**config.mk**
```make
export PLATFORM = sky130hd
export DESIGN_NAME = branch_redirect_ctrl
export DESIGN_NICKNAME = d
export VERILOG_FILES = /design/src/rtl/branch_redirect_ctrl.sv
export SDC_FILE = /design/constraint.sdc
export NUM_CORES = 1
export LEC_CHECK = 0
export CORE_ASPECT_RATIO = 1.1
export CORE_MARGIN = 1
export CORE_UTILIZATION = 36
export CTS_CLUSTER_DIAMETER = 120
export DETAILED_ROUTE_END_ITERATION = 10
export MAX_ROUTING_LAYER = met4
export PLACE_DENSITY_LB_ADDON = 0.05
export SLEW_MARGIN = 20
export SYNTH_ARGS = -nofsm -noshare
export SYNTH_HDL_FRONTEND = slang
export SYNTH_SLANG_ARGS = --single-unit
```
**constraint.sdc**
```tcl
create_clock -name clk -period 2.5 [get_ports clk]
set_input_delay 0.5 -clock clk [delete_from_list [all_inputs] [get_ports clk]]
set_output_delay 0.5 -clock clk [all_outputs]
set_load 0.05 [all_outputs]
```
**src/rtl/branch_redirect_ctrl.sv**
```systemverilog
// branch_redirect_ctrl: front-end branch controller for the RV32 pipeline.
// Predicts direction at fetch from a BHT of 2-bit saturating counters,
// resolves branches/jumps in EX, and on a mispredict drives a PC redirect
// to fetch (valid/ready) together with a one-cycle flush and a hold.
// Ports:
//   clk, rst_n                   clock, async active-low reset
//   if_pc / if_pred_taken        fetch lookup, combinational prediction
//   ex_*, br_taken, pipe_stall   EX-stage resolution inputs
//   redirect_valid/_pc/_ready    redirect handshake to fetch
//   flush, hold                  pipeline kill pulse / freeze request
//   stat_branches/mispredicts    saturating statistics counters
module branch_redirect_ctrl #(
    parameter int unsigned BHT_ENTRIES = 16,
    parameter int unsigned PC_W        = 32
) (
    input  logic            clk,
    input  logic            rst_n,
    input  logic [PC_W-1:0] if_pc,
    output logic            if_pred_taken,
    input  logic            ex_valid,
    input  logic            ex_is_branch,
    input  logic            ex_is_jump,
    input  logic [PC_W-1:0] ex_pc,
    input  logic [PC_W-1:0] ex_target,
    input  logic            ex_pred_taken,
    input  logic            br_taken,
    input  logic            pipe_stall,
    output logic            redirect_valid,
    output logic [PC_W-1:0] redirect_pc,
    input  logic            redirect_ready,
    output logic            flush,
    output logic            hold,
    output logic [31:0]     stat_branches,
    output logic [31:0]     stat_mispredicts
);

    localparam int unsigned IDX_W  = (BHT_ENTRIES > 1) ? $clog2(BHT_ENTRIES) : 1;
    localparam int unsigned STAT_W = 32;

    typedef enum logic [0:0] {S_IDLE, S_REDIRECT} state_e;

    state_e              state_q, state_d;
    logic [1:0]          bht_q [BHT_ENTRIES];
    logic [PC_W-1:0]     redirect_pc_q;
    logic                flush_q;
    logic [STAT_W-1:0]   stat_br_q, stat_mis_q;

    logic [IDX_W-1:0]    if_idx, ex_idx;
    logic                resolve, actual, mispredict, bht_upd;
    logic [PC_W-1:0]     correct_pc;
    logic                unused_pc_bits;

    // PC bits outside the word-aligned index do not take part in prediction
    assign unused_pc_bits = ^{if_pc[1:0], if_pc[PC_W-1:IDX_W+2]};

    assign if_idx        = if_pc[IDX_W+1:2];
    assign ex_idx        = ex_pc[IDX_W+1:2];
    assign if_pred_taken = bht_q[if_idx][1];

    // Resolution is only accepted while no redirect is outstanding
    assign resolve    = ex_valid & ~pipe_stall & (state_q == S_IDLE)
                      & (ex_is_branch | ex_is_jump);
    assign actual     = ex_is_jump | br_taken;
    assign correct_pc = actual ? ex_target : ex_pc + PC_W'(4);
    assign mispredict = resolve & (actual != ex_pred_taken);
    // A branch+jump encoding is a jump, so it never trains the BHT
    assign bht_upd    = resolve & ex_is_branch & ~ex_is_jump;

    // State register
    always_ff @(posedge clk or negedge rst_n) begin
        if (!rst_n) begin
            state_q <= S_IDLE;
        end else begin
            state_q <= state_d;
        end
    end

    // Next-state logic
    always_comb begin
        state_d = state_q;
        case (state_q)
            S_IDLE:     if (mispredict)     state_d = S_REDIRECT;
            S_REDIRECT: if (redirect_ready) state_d = S_IDLE;
            default:                        state_d = S_IDLE;
        endcase
    end

    // Outputs decoded from registered state
    always_comb begin
        redirect_valid = 1'b0;
        hold           = 1'b0;
        if (state_q == S_REDIRECT) begin
            redirect_valid = 1'b1;
            hold           = 1'b1;
        end
    end

    assign redirect_pc      = redirect_pc_q;
    assign flush            = flush_q;
    assign stat_branches    = stat_br_q;
    assign stat_mispredicts = stat_mis_q;

    // Redirect target capture and single-cycle flush pulse on REDIRECT entry
    always_ff @(posedge clk or negedge rst_n) begin
        if (!rst_n) begin
            redirect_pc_q <= '0;
            flush_q       <= 1'b0;
        end else begin
            flush_q <= mispredict;
            if (mispredict) begin
                redirect_pc_q <= correct_pc;
            end
        end
    end

    // BHT training with saturating 2-bit counters
    always_ff @(posedge clk or negedge rst_n) begin
        if (!rst_n) begin
            for (int unsigned i = 0; i < BHT_ENTRIES; i++) begin
                bht_q[i] <= 2'b01;
            end
        end else if (bht_upd) begin
            if (br_taken) begin
                if (bht_q[ex_idx] != 2'b11) bht_q[ex_idx] <= bht_q[ex_idx] + 2'b01;
            end else begin
                if (bht_q[ex_idx] != 2'b00) bht_q[ex_idx] <= bht_q[ex_idx] - 2'b01;
            end
        end
    end

    // Saturating statistics
    always_ff @(posedge clk or negedge rst_n) begin
        if (!rst_n) begin
            stat_br_q  <= '0;
            stat_mis_q <= '0;
        end else begin
            if (resolve && (stat_br_q != '1))     stat_br_q  <= stat_br_q + STAT_W'(1);
            if (mispredict && (stat_mis_q != '1)) stat_mis_q <= stat_mis_q + STAT_W'(1);
        end
    end

endmodule
```
# ---- Word-level counts from Yosys, hierarchy flattened
# Index checks and enable logic that the tools add are counted.
dict set report totals {
  output_inout_bits 100
  in_bits 105
  regBits 130
  elab_cells 71
}
dict set report op_classes {
  eq_ne 5
  n_lt_le_gt_ge 3
  addsub 5
  reduce_logical 6
  muxes 18
  bitwise 13
}
# cell n
set op_table {}
lappend op_table {{2-to-1 mux 32 bit} 4}
lappend op_table {{adder 32 x 1 -> 32 bit, second input constant} 2}
lappend op_table {{bitwise mux 32 bit} 2}
lappend op_table {{inequality test 32 bit, second input constant} 2}
lappend op_table {{adder 32 x 3 -> 32 bit, second input constant} 1}
lappend op_table {{binary-select mux 2 bit (select 4 bit)} 2}
lappend op_table {{>= comparator 5 bit, second input constant} 2}
lappend op_table {{2-to-1 mux 2 bit} 5}
lappend op_table {{inverter 4 -> 5 bit} 2}
lappend op_table {{demux 2 bit (select 4 bit)} 1}
lappend op_table {{bitwise AND 1 bit} 6}
lappend op_table {{less-than comparator 5 x 1 -> 1 bit, second input constant} 1}
lappend op_table {{nonzero test 2 bit} 2}
lappend op_table {{logical AND 1 bit} 3}
lappend op_table {{2-to-1 mux 1 bit} 3}
lappend op_table {{inverter 1 bit} 3}
lappend op_table {{AND reduction 3 bit} 1}
lappend op_table {{adder 2 x 1 -> 2 bit, second input constant} 1}
lappend op_table {{inequality test 2 x 1 -> 1 bit, second input constant} 1}
lappend op_table {{inequality test 2 bit, second input constant} 1}
lappend op_table {{OR 1 bit} 2}
lappend op_table {{case mux 1 bit (2 select lines)} 1}
lappend op_table {{subtractor 2 x 1 -> 2 bit, second input constant} 1}
lappend op_table {{inequality test 1 bit} 1}

# ---- Longest topological paths before layout
# Gate-level depths: netlist of the first run.
dict set report logic_depth {
  depth_word 8
  mapped_depth 13
  depth_no_buf 11
}

# ---- Worst setup path before layout of the first run
# OpenSTA, ideal clock, no wires.
dict set report synth_timing {
  path_type {input port to flip-flop}
  start {in ex_pc[3]}
  end {reg bht_q[21] in the netlist's numbering}
  path_buffers 2
  stages 12
  setup_time_ns 0.125
  slack_ns -0.758
  t_required_ns 2.375
  arrival_ns 3.133
  cell_sequence {clkbuf_1 > buf_2 > mux2i_1 > nand2_1 > o21ai_0 > mux4_2 > ha_1 > mux2_2 > nor4b_1 > and2_1 > nand2_1 > mux2_2}
}
dict set report synth_between {
  elab_chain_cells 8
  elab_cells_between_ends 21
  cone_classes {add/sub: 2; order compare: 2; eq/ne: 2; mux: 10; bitwise: 1; reduce/logical: 4}
}
# item line_no
set synth_rtl {}
lappend synth_rtl {{start, declared} 23} ;# input logic [PC_W-1:0] ex_pc,
lappend synth_rtl {{inverter 4 -> 5 bit (not written as such) *} {124, 126}}
lappend synth_rtl {{binary-select mux 2 bit (select 4 bit) (tied with other cells)} {124, 126}}
lappend synth_rtl {{2-to-1 mux 2 bit (not written as such) or logical AND 1 bit (tied branches)} {124, 126}}
lappend synth_rtl {{2-to-1 mux 2 bit (not written as such)} {124, 126}}
lappend synth_rtl {{subtractor 2 x 1 -> 2 bit (tied with other cells)} 126} ;# if (bht_q[ex_idx] != 2'b00) bht_q[ex_idx] <= bht_q[ex_idx] - 2'b01;
lappend synth_rtl {{bitwise mux 32 bit (on tied branches)} {126, 124}}
lappend synth_rtl {{2-to-1 mux 32 bit (on tied branches)} {126, 124}}
lappend synth_rtl {{2-to-1 mux 32 bit} 123} ;# if (br_taken) begin
lappend synth_rtl {{end signal, assigned by index} 120} ;# bht_q[i] <= 2'b01;
lappend synth_rtl {{end, declared} 43} ;# logic [1:0] bht_q [BHT_ENTRIES];
# Every way passes the cells marked *; elsewhere a longest branch is shown, timed or not. The select of a mux whose other input is x is not followed.
# A chain may end at the register's enable or synchronous reset.

# ---- Worst setup path after layout of the first run
dict set report layout_timing {
  start {reg bht_q[31] in the netlist's numbering}
  end {reg bht_q[23] in the netlist's numbering}
}
dict set report layout_between {
  elab_chain_cells 7
  elab_cells_between_ends 15
  cone_classes {add/sub: 2; eq/ne: 2; mux: 8; reduce/logical: 3}
}
# item line_no
set layout_rtl {}
lappend layout_rtl {{binary-select mux 2 bit (select 4 bit) *} {124, 126}}
lappend layout_rtl {{2-to-1 mux 2 bit (not written as such) * (2 in a row)} {124, 126}}
lappend layout_rtl {{subtractor 2 x 1 -> 2 bit or adder 2 x 1 -> 2 bit (tied branches)} {126, 124}}
lappend layout_rtl {{bitwise mux 32 bit (on tied branches)} {126, 124}}
lappend layout_rtl {{2-to-1 mux 32 bit (on tied branches)} {126, 124}}
lappend layout_rtl {{2-to-1 mux 32 bit} 123}
# Marks and branches as above.

==> results of run 1 <==
[per-stage QoR]
step / cells / TNS (ps) / hold slack, ps / util
3_3_place_gp: 1172 / -36240 / 464 / 0.507
5_1_grt: 1213 / -14690 / 210 / 0.546
2_1_floorplan: 696 / -12900 / 204 / -
6_report: 1213 / -12540 / 132 / 0.546
4_1_cts: 1209 / -13660 / 220 / 0.544
3_5_place_dp: 1172 / -38060 / 470 / 0.507
[cell families (layout without fill, tap and decap cells)]
kind of cell / Yosys count / after routing / share of synthesized area
compound gates: 86 / 86 / 0.0799
xor+xnor: 86 / 86 / 0.106
fa+ha+maj: 8 / 8 / 0.0141
buf+inv: 52 / 322 / 0.0308
flops: 130 / 130 / 0.463
mux: 59 / 59 / 0.110
simple gates: 275 / 275 / 0.196
[layer usage]
layer / wire length (um) / GRT usage
met5: 0 / -
met4: 310 / 0.0730
met3: 1020 / 0.0364
met2: 9870 / 0.341
met1: 9740 / 0.296
[layout make-up]
type	count	area, um2
well taps	247	309
flip-flops and latches	130	3270
repair buffers	271	2530
inverters	20	76.3
fillers	1685	8690
clock buffers	19	443
clock inverters	12	134
multi-input cells	514	3700
[worst max path at each step]
stage | start | endpoint | slack [ps] | depth (start not counted)
final | bht_q[31] | bht_q[23] | -430 | 8
after detailed placement | ex_pc[2] | bht_q[15] | -1170 | 10
after floorplan | ex_pc[2] | bht_q[21] | -430 | 9
after global placement | ex_pc[2] | bht_q[15] | -1130 | 10
after CTS | bht_q[15] | bht_q[21] | -470 | 8
after global routing | bht_q[23] | bht_q[11] | -500 | 8
[report_power, final]
part / internal [mW] / total [mW] / switching, mW
Combinational: 0.874 / 2.22 / 1.35
Sequential: 2.39 / 2.62 / 0.233
Clock: 1.49 / 2.46 / 0.971
Total: 4.76 / 7.31 / 2.55
[cells in the final DEF, fill, tap and decap left out, drive strengths merged, types with 3 or more instances in the layout]
master         netlist  layout
mux2                41      41
mux4                11      11
a2bb2oi             10      10
clkinv               1       7
nand4               44      44
xor2                20      20
ha                   8       8
and3                16      16
nand2               71      71
nor4                 9       9
inv                 19      21
a31oi                3       3
a21oi               12      12
or2                  5       5
clkdlybuf4s50        0     171
xnor2               66      66
or4                  5       5
a22oi               10      10
dfstp               16      16
nor2                49      49
mux2i                7       7
and2                 8       8
nand3               30      30
clkbuf              21      19
o21ai               38      38
nor3                22      22
dfrtp              114     114
and4                 6       6
buf                 11      98
[timing repair]
action,in CTS,in global routing
endpoints found under the setup margin,33,33
cloned,1,0
buffers inserted,5,4
resized for setup,27,8
pin swaps,5,4
==> flow_summary_export.csv, run 1 <==
group,metric,value,unit
outcome,status,"complete, but fails checks",
outcome,violations,"setup timing",
logic_synthesis,synth_cell_types,48,
worst_setup_path,r2r_end,"bht_q[23]",
worst_setup_path,worst-setup-path-type,"reg -> reg",
final_layout,fin_area,10500,um2
place,placed_area,9710,um2
power_and_ir_drop,vdd_drop_max,0.000465,V
routing,drt_iter0_drc,310,
worst_setup_path,cp-end-kind,"register",
worst_setup_path,cp_max_fo,4,
worst_setup_path,r2r_cells,8,
final_layout,area_delta_synth_final,48.0,%
logic_synthesis,synthCells,696,
die,num_io_pins,205,
logic_synthesis,synth_ff_type,"dfrtp_1",
worst_setup_path,max_stage_delay,520,ps
logic_synthesis,synthArstFlopShare,1.00,
place,globalplace.congestion,0.912,
clock_network,root_buffer,"clkbuf_16",
logic_synthesis,synth_area_leader_cell,"dfrtp_1",
clock_network,holdBufCountCts,0,
worst_setup_path,ff2ff_setup_slack,-430,ps
routing,routedWlPerCell,17.3,um
run,cap_viol_max_count,0,
sta,tightest_slew,777,ps
place,dp_hpwl,15600,um
die,dieArea,20200,um2
routing,drc_errors,0,
final_layout,nNetsFinal,1067,
worst_setup_path,cp_num_buf_inv,0,
die,die_width,136,um
worst_setup_path,timing.rr.start,"bht_q[31]",
sta,fin_ws,-432,ps
die,start_util,0.369,
sta,hold_viol,0,
sta,rsz0062_at_grt,"true",
logic_synthesis,synth_area_leaders,"dfrtp_1 40%, xnor2_1 8.2%, mux2_2 6.5%, dfstp_2 5.9%, nand4_1 3.9%",
final_layout,n_antenna_cell,0,
grt,grt_max_degree,131,
power_and_ir_drop,powerDensity,698,nW/um2
die,num_rows,53,
sta,slew_headroom,0.482,
worst_setup_path,critPathArrivalTime,3230,ps
logic_synthesis,synth_common_cells,"114 x dfrtp_1, 71 x nand2_1, 66 x xnor2_1, 49 x nor2_1, 44 x nand4_1",
sta,fin_crit_sh,1.17,
logic_synthesis,synth_area,7080,um2
grt,antenna_found_initial,0,
clock_network,clk_latency,420,ps
routing,totalWireLength,20900,um
logic_synthesis,ys_seq_elements,130,
sta,period_minus_slack,2930,ps
logic_synthesis,ys_warn_count,0,
logic_synthesis,syn_nets,809,
routing,vias,6301,
power_and_ir_drop,finalPower,7.31,mW
place,io_buffers,176,
grt,grt_first_pass_wirelength,33200,um
clock_network,numCtsBuffers,17,
clock_network,ctsHtreeMaxLevel,4,
sta,fin_worst_skew,8.06,ps
sta,slew_violations,0,
die,die_y,149,um
power_and_ir_drop,power.leakage,4.47,nW
worst_setup_path,crit_chain,"mux4_2 -> mux4_2 -> ha_4 -> mux2_4 -> nor4b_4 -> and2_4 -> nand2_2 -> mux2_4",
place,preCtsSetupSlack,-1170,ps
worst_setup_path,cp_slowest_cell,"mux4_2",
sta,setup_viol,33,
grt,track_usage,0.221,
die,core,19200,um2
grt,overflow,0,
logic_synthesis,synth_top_area_share,0.403,
logic_synthesis,synth_area_per_cell,10.2,um2
logic_synthesis,synth-edff-count,0,
logic_synthesis,yosysMostFrequentCell,"dfrtp_1",
routing,routed_via_density,5.19,
worst_hold_path,hp-class,"in -> async",
final_layout,drive_gt1_frac,0.239,
routing,first_pass_iters,4,
worst_setup_path,cpLargestDelayFamily,"multiplexers",
clock_network,clockBufferDepth,2,
routing,antenna_left,0,
grt,grt_pass1_vias,6200,
worst_setup_path,worstSetupStartpointType,"register",
worst_setup_path,cp.required,2800,ps
clock_network,cts_sinks,130,
clock_network,clk_pin_slew_worst_paths,60,ps
sta,fmax,341,MHz
logic_synthesis,yosysSeqAreaShare,0.463,
clock_network,cts_tree,"done",
Power figures use the tool's default switching activity.
==> run 2, diff against run 1 <==
--- a/config.mk
+++ b/config.mk
@@ -7,7 +7,7 @@
 export LEC_CHECK = 0
 export CORE_ASPECT_RATIO = 1.1
 export CORE_MARGIN = 1
-export CORE_UTILIZATION = 36
+export CORE_UTILIZATION = 35
 export CTS_CLUSTER_DIAMETER = 120
 export DETAILED_ROUTE_END_ITERATION = 10
 export MAX_ROUTING_LAYER = met4
==> constraint.sdc (replaced) <==
create_clock -name clk -period 2.5 [get_ports clk]
set_input_delay 0.25 -clock clk [delete_from_list [all_inputs] [get_ports clk]]
set_output_delay 0.25 -clock clk [all_outputs]
set_load 0.05 [all_outputs]
==> run 2 against run 1 <==
  * The flow still finishes with violations (setup timing)
  * Design area fell by 2.8%
  * First-iteration DRC count fell by 2.3%
  * Sequential cell count did not move
  * Register-to-register slack improved by 20 ps
  * Via count fell by 2.1%
  * Sequential power barely moved
  * Critical path depth rose by 1
  * Count of clock-buffer cells in the layout did not move
  * Critical endpoint unchanged
  * Largest power group unchanged
==> flow_summary_export.csv, run 2 (synthesis gave the netlist of run 1 again) <==
group,metric,value,unit
worst_setup_path,cp_slowest_cell,"mux4_2",
worst_setup_path,r2r_cells,9,
die,die_y,151,um
power_and_ir_drop,vdd_drop_max,0.000493,V
worst_setup_path,worstSetupStartpointType,"register",
die,die_width,138,um
grt,grt_first_pass_wirelength,32700,um
place,globalplace.congestion,0.856,
routing,drc_errors,0,
die,core,19800,um2
sta,tightest_slew,580,ps
grt,overflow,0,
clock_network,numCtsBuffers,17,
place,io_buffers,176,
grt,grt_max_degree,48,
final_layout,drive_gt1_frac,0.206,
final_layout,nNetsFinal,1032,
routing,totalWireLength,21100,um
sta,rsz0062_at_grt,"true",
sta,period_minus_slack,2910,ps
sta,fmax,343,MHz
sta,slew_violations,0,
clock_network,clk_latency,420,ps
place,dp_hpwl,16000,um
worst_setup_path,max_stage_delay,530,ps
routing,antenna_left,0,
routing,vias,6167,
sta,setup_viol,32,
sta,finalHoldWorstSlack,310,ps
power_and_ir_drop,p_sw_frac,0.358,
outcome,status,"complete, but fails checks",
sta,fin_crit_sh,1.17,
die,num_io_pins,205,
worst_setup_path,cp.required,2810,ps
final_layout,area_delta_synth_final,43.9,%
power_and_ir_drop,powerDensity,711,nW/um2
clock_network,root_buffer,"clkbuf_16",
power_and_ir_drop,seq_power_share,0.362,
routing,routed_via_density,5.20,
clock_network,cts_sinks,130,
die,num_rows,54,
clock_network,ctsHtreeMaxLevel,4,
sta,slew_headroom,0.608,
power_and_ir_drop,power.leakage,4.25,nW
routing,drt_iter0_drc,303,
clock_network,clk_pin_slew_worst_paths,60,ps
worst_setup_path,timing.rr.start,"bht_q[1]",
power_and_ir_drop,finalPower,7.23,mW
worst_setup_path,cp-end-kind,"register",
worst_setup_path,r2r_end,"bht_q[23]",
worst_setup_path,critPathArrivalTime,3220,ps
final_layout,mostFrequentLayoutCells,"173 x clkdlybuf4s50_1, 114 x dfrtp_1, 66 x xnor2_1",
grt,antenna_found_initial,1,
die,start_util,0.357,
final_layout,final_common_cell,"clkdlybuf4s50_1",
die,dieArea,20800,um2
worst_setup_path,worst-setup-path-type,"reg -> reg",
worst_hold_path,hp-class,"in -> async",
sta,fin_ws,-415,ps
worst_setup_path,crit_chain,"mux4_2 -> mux4_2 -> ha_4 -> mux2_4 -> nor4b_4 -> buf_4 -> and2_4 -> nand2_4 -> mux2_4",
worst_setup_path,ff2ff_setup_slack,-410,ps
outcome,violations,"setup timing",
clock_network,clockBufferDepth,2,
sta,fin_worst_skew,10.6,ps
run,cap_viol_max_count,0,
place,preCtsSetupSlack,-1000,ps
sta,hold_viol,0,
power_and_ir_drop,p_int,4.64,mW
power_and_ir_drop,clockPowerShare,0.335,
routing,first_pass_iters,4,
power_and_ir_drop,power.switching,2.59,mW
grt,track_usage,0.215,
power_and_ir_drop,combPwrFrac,0.302,
grt,grt_pass1_vias,6183,
routing,routedWlPerCell,17.8,um
worst_setup_path,cp_max_fo,4,
clock_network,cts_tree,"done",
## run 2: final cells by class
class                      count  area (um2)
antenna                        1        2.50
timing repair buffer         236        2260
fill                        1812        9620
multi-input combinational    514        3680
clock inverter                13         125
tap                          252         315
sequential                   130        3270
inverter                      20        75.1
clock buffer                  19         443
## run 2: critical path: cells and delay by family, from the launching register on
family	cells	cell delay, ps
muxes	4	1580
and+or+nand+nor	3	470
DFF	1	400
adders and majority gates	1	180
buffers and inverters	1	170
## run 2: routing by layer
layer,global-route usage,wire (um)
met1,0.275,9470
met4,0.0703,296
met5,-,0
met3,0.0438,1340
met2,0.338,9960
## run 2: stage by stage
step | instances | utilization | setup TNS [ps] | instance area, um2
2_1_floorplan | 696 | - | -4900 | 7150
3_3_place_gp | 1149 | 0.481 | -28360 | 9530
3_5_place_dp | 1149 | 0.481 | -30660 | 9530
4_1_cts | 1184 | 0.513 | -12730 | 10200
5_1_grt | 1185 | 0.514 | -14110 | 10200
6_report | 1185 | 0.514 | -11560 | 10200
## run 2: power by group through the flow
stage	clock network (mW)	registers (mW)	logic [mW]
after floorplan	0	3.43	0.496
after global placement	0	2.65	2.18
after detailed placement	0	2.66	2.19
after CTS	2.48	2.62	2.20
after global routing	2.57	2.66	2.31
final	2.43	2.62	2.19
## run 2: worst max-delay path by stage
| stage | slack (ps) | from | depth (start not counted) | endpoint |
|---|---|---|---|---|
| 2_1_floorplan | -180 | ex_pc[2] | 9 | bht_q[21] |
| 3_3_place_gp | -930 | ex_pc[2] | 10 | bht_q[29] |
| 3_5_place_dp | -1000 | ex_pc[2] | 10 | bht_q[29] |
| 4_1_cts | -450 | bht_q[1] | 9 | bht_q[23] |
| 5_1_grt | -490 | bht_q[1] | 9 | bht_q[23] |
| 6_report | -410 | bht_q[1] | 9 | bht_q[23] |
## run 2: repair_timing
item | in CTS | in global routing
hold buffers | 1 | 0
setup buffers | 2 | 0
hold endpoints to repair | 24 | 0
gates resized for setup | 11 | 4
pin swaps | 4 | 2
setup endpoints to repair | 32 | 32
